`src/rtl/tr_output_sequencer.sv`:
```
// Start/run/stop/drain sequencer for the transducer output path, aligned to TIME period boundaries.
// Optional watchdog: define TR_SEQ_WATCHDOG_EN to force a drain after WDT_PERIODS quiet boundaries.
module tr_output_sequencer #(
  parameter int ULTRASOUND_CNT_CYCLE = 512,
  parameter int ARM_PERIODS          = 2,
  parameter int DRAIN_PERIODS        = 4,
  parameter int WDT_PERIODS          = 1024
) (
  input  logic       CLK,
  input  logic       RST,
  input  logic [8:0] TIME,
  input  logic       START_REQ,
  input  logic       STOP_REQ,
  input  logic       BALANCE_REQ,
  input  logic       DATA_VALID,
  output logic       UPDATE,
  output logic       DELAY_RST,
  output logic       OUTPUT_EN,
  output logic       OUTPUT_BALANCE,
  output logic       BUSY,
  output logic [1:0] STATE,
  output logic       WDT_FLAG
);
  localparam int PMAX0 = (ARM_PERIODS > DRAIN_PERIODS) ? ARM_PERIODS : DRAIN_PERIODS;
  localparam int PMAX  = (PMAX0 > WDT_PERIODS) ? PMAX0 : WDT_PERIODS;
  localparam int PW    = $clog2(PMAX + 1);
  localparam logic [PW-1:0] ARM_LAST   = PW'(ARM_PERIODS - 1);
  localparam logic [PW-1:0] DRAIN_LAST = PW'(DRAIN_PERIODS - 1);

  typedef enum logic [1:0] {OFF = 2'd0, ARM = 2'd1, RUN = 2'd2, DRAIN = 2'd3} state_t;

  state_t        state;
  logic [PW-1:0] pcnt, pcnt_inc;
  logic          pending, stop_pend, start_pend;
  logic          bnd, wdt_trip;

  assign bnd      = (TIME == 9'(ULTRASOUND_CNT_CYCLE - 1));
  assign pcnt_inc = (pcnt == '1) ? pcnt : pcnt + 1'b1;
  assign STATE    = state;

`ifdef TR_SEQ_WATCHDOG_EN
  localparam logic [PW-1:0] WDT_LAST = PW'(WDT_PERIODS - 1);
  // In RUN pcnt counts boundaries since the last DATA_VALID
  assign wdt_trip = bnd && !DATA_VALID && (pcnt == WDT_LAST);

  always_ff @(posedge CLK) begin
    if (RST)                          WDT_FLAG <= 1'b0;
    else if (state == RUN && wdt_trip) WDT_FLAG <= 1'b1;
    else if (START_REQ)               WDT_FLAG <= 1'b0;
  end
`else
  assign wdt_trip = 1'b0;
  assign WDT_FLAG = 1'b0;
`endif

  always_ff @(posedge CLK) begin
    if (RST) begin
      state          <= OFF;
      pcnt           <= '0;
      pending        <= 1'b0;
      stop_pend      <= 1'b0;
      start_pend     <= 1'b0;
      UPDATE         <= 1'b0;
      DELAY_RST      <= 1'b0;
      OUTPUT_EN      <= 1'b0;
      OUTPUT_BALANCE <= 1'b0;
      BUSY           <= 1'b0;
    end else begin
      UPDATE    <= 1'b0;
      DELAY_RST <= 1'b0;
      if (bnd) pcnt <= pcnt_inc;
      case (state)
        OFF: begin
          OUTPUT_BALANCE <= BALANCE_REQ;
          if (STOP_REQ) begin
            start_pend <= 1'b0;
          end else if (START_REQ || start_pend) begin
            state          <= ARM;
            BUSY           <= 1'b1;
            DELAY_RST      <= 1'b1;
            start_pend     <= 1'b0;
            pcnt           <= '0;
            OUTPUT_BALANCE <= 1'b1;
          end
        end
        ARM: begin
          if (STOP_REQ) begin
            state          <= OFF;
            BUSY           <= 1'b0;
            pcnt           <= '0;
            OUTPUT_BALANCE <= BALANCE_REQ;
          end else if (bnd && pcnt == ARM_LAST) begin
            state          <= RUN;
            OUTPUT_EN      <= 1'b1;
            OUTPUT_BALANCE <= 1'b0;
            UPDATE         <= 1'b1;
            pcnt           <= '0;
            pending        <= 1'b0;
            stop_pend      <= 1'b0;
          end
        end
        RUN: begin
          if (STOP_REQ)   stop_pend <= 1'b1;
          if (DATA_VALID) pcnt <= '0;
          if (bnd) begin
            // A stop (pending or arriving now) or watchdog trip discards any queued update
            if (stop_pend || STOP_REQ || wdt_trip) begin
              state          <= DRAIN;
              OUTPUT_EN      <= 1'b0;
              OUTPUT_BALANCE <= 1'b1;
              pending        <= 1'b0;
              stop_pend      <= 1'b0;
              pcnt           <= '0;
            end else begin
              UPDATE  <= pending || DATA_VALID;
              pending <= 1'b0;
            end
          end else if (DATA_VALID) begin
            pending <= 1'b1;
          end
        end
        DRAIN: begin
          if (STOP_REQ)       start_pend <= 1'b0;
          else if (START_REQ) start_pend <= 1'b1;
          if (bnd && pcnt == DRAIN_LAST) begin
            state          <= OFF;
            BUSY           <= 1'b0;
            pcnt           <= '0;
            OUTPUT_BALANCE <= BALANCE_REQ;
          end
        end
      endcase
    end
  end
endmodule

```
`config.mk`:
```
export PLATFORM = sky130hd
export DESIGN_NAME = tr_output_sequencer
export DESIGN_NICKNAME = d
export VERILOG_FILES = /design/src/rtl/tr_output_sequencer.sv
export SDC_FILE = /design/constraint.sdc
export NUM_CORES = 1
export LEC_CHECK = 0
export ABC_AREA = 1
export CELL_PAD_IN_SITES_DETAIL_PLACEMENT = 0
export CELL_PAD_IN_SITES_GLOBAL_PLACEMENT = 2
export CORE_MARGIN = 2
export CORE_UTILIZATION = 27
export CTS_CLUSTER_SIZE = 8
export DETAILED_ROUTE_END_ITERATION = 12
export MAX_ROUTING_LAYER = met4
export PLACE_DENSITY = 0.77
export SLEW_MARGIN = 10
export SYNTH_ARGS = -nofsm -noshare
export SYNTH_HDL_FRONTEND = slang
export SYNTH_SLANG_ARGS = --single-unit
```
`constraint.sdc`:
```
create_clock -name CLK -period 1.9 [get_ports CLK]
set_input_delay 0.57 -clock CLK [delete_from_list [all_inputs] [get_ports CLK]]
set_output_delay 0.57 -clock CLK [all_outputs]
set_load 0.05 [all_outputs]
```
* Word level (Yosys, flattened, before mapping)
Cells that the tools add are included. W data, S select, Z words.
Storage, ports and cells: register bits 21, bits in latches 0, RAM bits 0, bits in read-only memories 0, output and inout port bits 8, logic and storage cells 104, memories kept 0
Operators by class: $add $sub $neg 1, multipliers 0, divide/modulo/power cells 0, magnitude comparators 0, equality and inequality tests 19, shift-type cells 0, multiplexer cells 56, bitwise operators 1, reductions and logical operators 17
Operators with widths (number):
- $mux W11 | 10
- $pmux W11 S4 | 1
- $mux W1 | 30
- $ne A2 B2 Y1 const B | 8
- $mux W2 | 7
- $ne A3 B3 Y1 const B | 4
- $add A11 B1 Y11 const B | 1
- $eq A11 B1 Y1 const B | 1
- $eq A11 B11 Y1 const B | 1
- $eq A11 B2 Y1 const B | 1
- $pmux W1 S2 | 5
- $reduce_and A5 Y1 | 2
- $eq A9 B9 Y1 const B | 1
- $pmux W2 S4 | 1
- $reduce_and A4 Y1 | 2
- $reduce_and A3 Y1 | 2
- $reduce_and A6 Y1 | 1
- $eq A2 B2 Y1 const B | 2
- $pmux W1 S4 | 1
- $reduce_bool A2 Y1 | 2
- $logic_or A1 B1 Y1 | 3
- $pmux W1 S3 | 1
- $reduce_bool A3 Y1 | 1
- $reduce_or A3 Y1 | 1
- other kinds (4) | 5

* Longest topological paths before layout
Gate-level depths: netlist (run 1).
depth in word-level cells 7, gate-level depth with buffers 12

* Worst setup path before layout (run 1)
No wires, ideal clock.
kind register to register, start point register state[0], in the netlist STATE[0], end point register pcnt[1], arrival time 1.828 ns, setup slack -0.045 ns, stages on the path, launching flop included 12, path buffers 1, cell sequence dfxtp_1 -> inv_1 -> ha_1 -> nand2_1 -> nand2_1 -> inv_1 -> nor2_1 -> o21ai_1 -> nand2_1 -> nand2_2 -> buf_6 -> nor2_1
Between the ends: longest elaborated chain between the ends 2, elaborated cells on any way between the ends 5, classes of those cells eq/ne: 3; mux: 1; reduce/logical: 1
Ends and longest elaborated chain:
- from (decl) | RTL line 32 | state_t state;
- from (signal assigned) | RTL line 58 | state <= OFF;
- from (signal assigned) | RTL line 78 | state <= ARM;
- from (signal assigned) | RTL line 88 | state <= OFF;
- $eq A2 B2 Y1, or another cell as far along | RTL line 72 | case (state)
- $pmux W11 S4 (*) | RTL line 72
- to (signal assigned) | RTL line 71 | if (bnd) pcnt <= pcnt_inc;
- to (decl) | RTL line 33 | logic [PW-1:0] pcnt, pcnt_inc;
Every way passes the cells marked *; elsewhere a longest branch is shown, timed or not. A chain may end at the register's enable or synchronous reset.

* Worst setup path in the final report (run 1)
start point register pcnt[0], end point register state[0], in the netlist STATE[0]
Between the ends: longest elaborated chain between the ends 4, elaborated cells on any way between the ends 7, classes of those cells eq/ne: 4; reduce/logical: 3
Ends and longest elaborated chain:
- $eq A11 B1 Y1 or $eq A11 B2 Y1 (tied branches) | RTL line 92, 125
- $logic_and A1 B1 Y1 (on tied branches) | RTL line 92, 125
- $ne A3 B3 Y1 (no line) or $ne A2 B2 Y1 (tied branches)
- $reduce_and A6 Y1 (no line) (*)
- to (signal assigned) | RTL line 88
- to (signal assigned) | RTL line 93 | state <= RUN;
- to (signal assigned) | RTL line 108 | state <= DRAIN;
Marks and branches as above.

==> flow_metrics.tcl, run 1 <==
set metrics [dict create \
    outcome "completed" \
    synth_top_area_cell "dfxtp_1" \
    setup_violations 0 \
    holdPathEnd "stop_pend$_SDFFE_PP0P_" \
    grt_use_total_pct 13.4 \
    num_vias 1240 \
    grt_pass1_wl_mm 5.28 \
    syn-num-nets 200 \
    hold_class "register to register" \
    drive_above_1_share_pct 26.6 \
    r2r_end "STATE[0]$_SDFFE_PP0P_" \
    via_per_inst 4.53 \
    yosysTopAreaCellShare_pct 34.7 \
    synthesis.area_mm2 0.00121 \
    dr.pass1.iters 4 \
    fin_skew_ns 0.00492 \
    die_h_um 71.0 \
    avgSynthCellArea_um2 6.77 \
    dieArea_mm2 0.00504 \
    die_w_um 71.0 \
    clkSinkCount 21 \
    fin_nets 244 \
    rsz0062_at_grt "false" \
    yosysWarnings 0 \
    fin_crit_sh_pct 89.5 \
    drc 0 \
    postSynthCellCount 179 \
    worst-path-buf-inv 2 \
    initial_core_util_pct 28.0 \
    postCtsHoldBufs 0 \
    powerDensity_mw_per_mm2 917 \
    synth_area_leaders "dfxtp_1 (35%), nor2_1 (12%), nand2_1 (11%), inv_1 (7.1%), ha_1 (6.2%)" \
    worstPathRequired_ns 2.05 \
    grt-ovfl-total 0 \
    cts-buffers-inserted 3 \
    fillers 477 \
    end_kind "register" \
    hold_viol 0 \
    io_buffer_count 21 \
    cts_tree "built" \
    clk_path_buf_depth 2 \
    cpPeakStageDelay_ns 0.40 \
    worst_hold_startpoint "stop_pend$_SDFFE_PP0P_" \
    cp_slowest_cell "dfxtp_1" \
    antenna_left 0 \
    final_cell_mix "nor2_1 (30), nand2_1 (29), buf_4 (26)" \
    fin_crit_ns 1.70 \
    r2r_slack_ns 0.20 \
    critical_path.cell_chain "ha_1, inv_1, nor3_1, nand2_1, o21bai_4, buf_4, nand3_1, o21ai_0, a21oi_1" \
    routed_wl_mm 3.07 \
    cts.clk_slew.worst_paths_ns 0.08 \
    synth-seq-cells 21 \
    htree_levels 1 \
    grt_max_degree 12 \
    antenna_cells 0 \
    ys_seq_area_share_pct 34.7 \
    slew_viol_final 0 \
    cp_top_family "simple AND/OR/NAND/NOR gates" \
    clk_latency_ns 0.26 \
    clock-root-buffer "clkbuf_8" \
    dp.final_hpwl_mm 2.34 \
    crit_type "register to register" \
    p_leak_nw 0.822 \
    area_delta_synth_final_pct 44.5 \
    wl_per_cell_um 11.2 \
    critPathArrivalTime_ns 1.85 \
    final_common_cell "nor2_1" \
    worstRegToRegCells 9 \
    critPathLaunchType "register" \
    num_rows 24 \
    min_path_cells 2 \
    ios 23 \
    synth_cell_type_count 25 \
    worstPathMaxFanout 4 \
    coreArea_mm2 0.00432 \
    cap_violations 0 \
    gp_congestion 0.822 \
    fmax_ghz 0.588 \
    rr_startpoint "pcnt[0]$_SDFF_PP0_" \
    total_power_mw 1.61 \
    first_iter_violations 39 \
    antenna_found_initial 0 \
    ir_worst_vdd_uv 607 \
    fin_hold_ws_ns 0.448 \
    grt_pass1_vias 1206 \
]
[metal layers]
layer	share of wire [%]	vias up	wire length, um	GRT usage, %
met2	49	15	1510	22.2
met5	0	-	0	-
met4	2.1	0	64	5.45
met1	47	563	1430	16.0
met3	2.1	7	65	2.42
li1	-	655	-	-
[state kept, by name (all words and copies together), names as in the netlist, named ones only]
name	count
pcnt	11
BUSY	1
DELAY_RST	1
OUTPUT_BALANCE	1
OUTPUT_EN	1
STATE	1
UPDATE	1
pending	1
start_pend	1
stop_pend	1
[repair_timing]
| action | 4_1_cts | 5_1_grt |
|---|---|---|
| gates resized for setup | 14 | 24 |
| buffers inserted | 1 | 0 |
| pin swaps | 9 | 13 |
| gates cloned | 1 | 0 |
| setup endpoints to repair | 14 | 17 |
[tightest hold or removal path, stage by stage (launching register included)]
cell and delay, ns:
dfxtp_1 0.32, inv_1 0.05, a21oi_1 0.05
[logic make-up (layout without fill, tap and decap cells)]
| kind of cell | count (synthesis) | in the layout | share of synthesized area, % |
|---|---|---|---|
| XOR/XNOR | 9 | 9 | 6.51 |
| buffers and inverters | 25 | 67 | 8.68 |
| flip-flops | 21 | 21 | 34.7 |
| adder cells (fa/ha/maj) | 6 | 6 | 6.20 |
| other | 1 | 1 | 0.310 |
| AND/OR/NAND/NOR | 96 | 97 | 33.8 |
| AO/OA/AOI/OAI | 21 | 21 | 9.81 |
[layout make-up]
cell class,instances,area (um^2),area share [%]
inverter,23,86.3,4.93
sequential,21,422,24.1
multi-input combinational,134,779,44.5
clock buffer,4,45.0,2.57
timing repair buffer,40,353,20.2
tap,52,65.1,3.72
[cells in the mapped netlist]
cell type  count
o31ai_1        1
o2111ai_1      1
dfxtp_1       21
nand2_1       34
xor2_1         6
buf_4          1
o21bai_2       1
ha_1           6
nand2_2        2
nor4_1         2
nor3_1         2
nand3_1        7
o21ai_1        2
nor3b_1        1
inv_1         23
o22ai_1        1
a21oi_1        6
nor2_2         2
nand3_2        1
nand4_1        5
buf_6          1
xnor2_1        3
conb_1         1
o21ai_0        9
nor2_1        40
[stage by stage]
step | TNS (ns) | cell area (um^2) | setup slack, ns | utilization, % | std cells
floorplan | 0 | 1210 | 0.0525 | - | 179
global placement | -4.94 | 1590 | -0.325 | 36.7 | 268
detailed placement | -5.52 | 1590 | -0.356 | 36.7 | 268
CTS | -0.00238 | 1690 | -0.00238 | 39.1 | 274
global route | 0 | 1750 | 0.0705 | 40.5 | 274
finish | 0 | 1750 | 0.199 | 40.5 | 274
[worst max-delay path by stage]
stage / from / slack, ns / depth (start not counted) / end
CTS: TIME[5] / -0.002 / 11 / OUTPUT_EN$_SDFFE_PP0P_
floorplan: register / 0.05 / 11 / pcnt[1]$_SDFF_PP0_
detailed placement: TIME[5] / -0.36 / 12 / pcnt[9]$_SDFF_PP0_
global route: pcnt[0]$_SDFF_PP0_ / 0.07 / 10 / register
finish: pcnt[0]$_SDFF_PP0_ / 0.20 / 9 / STATE[0]$_SDFFE_PP0P_
global placement: TIME[5] / -0.33 / 12 / pcnt[8]$_SDFF_PP0_
[report_power, final]
part | internal (mW) | switching, mW | leakage (nW)
combinational | 0.288 | 0.491 | 0.629
clock | 0.149 | 0.146 | 0.0228
sequential | 0.495 | 0.0365 | 0.171
total | 0.933 | 0.673 | 0.822
No activity file was read; power rests on OpenSTA's default activity.
==> run 2: changes to the inputs <==
- SLEW_MARGIN: 10 -> 20
==> results of run 2 <==
No change in the layout: final DEF, timing and power equal those of run 1.
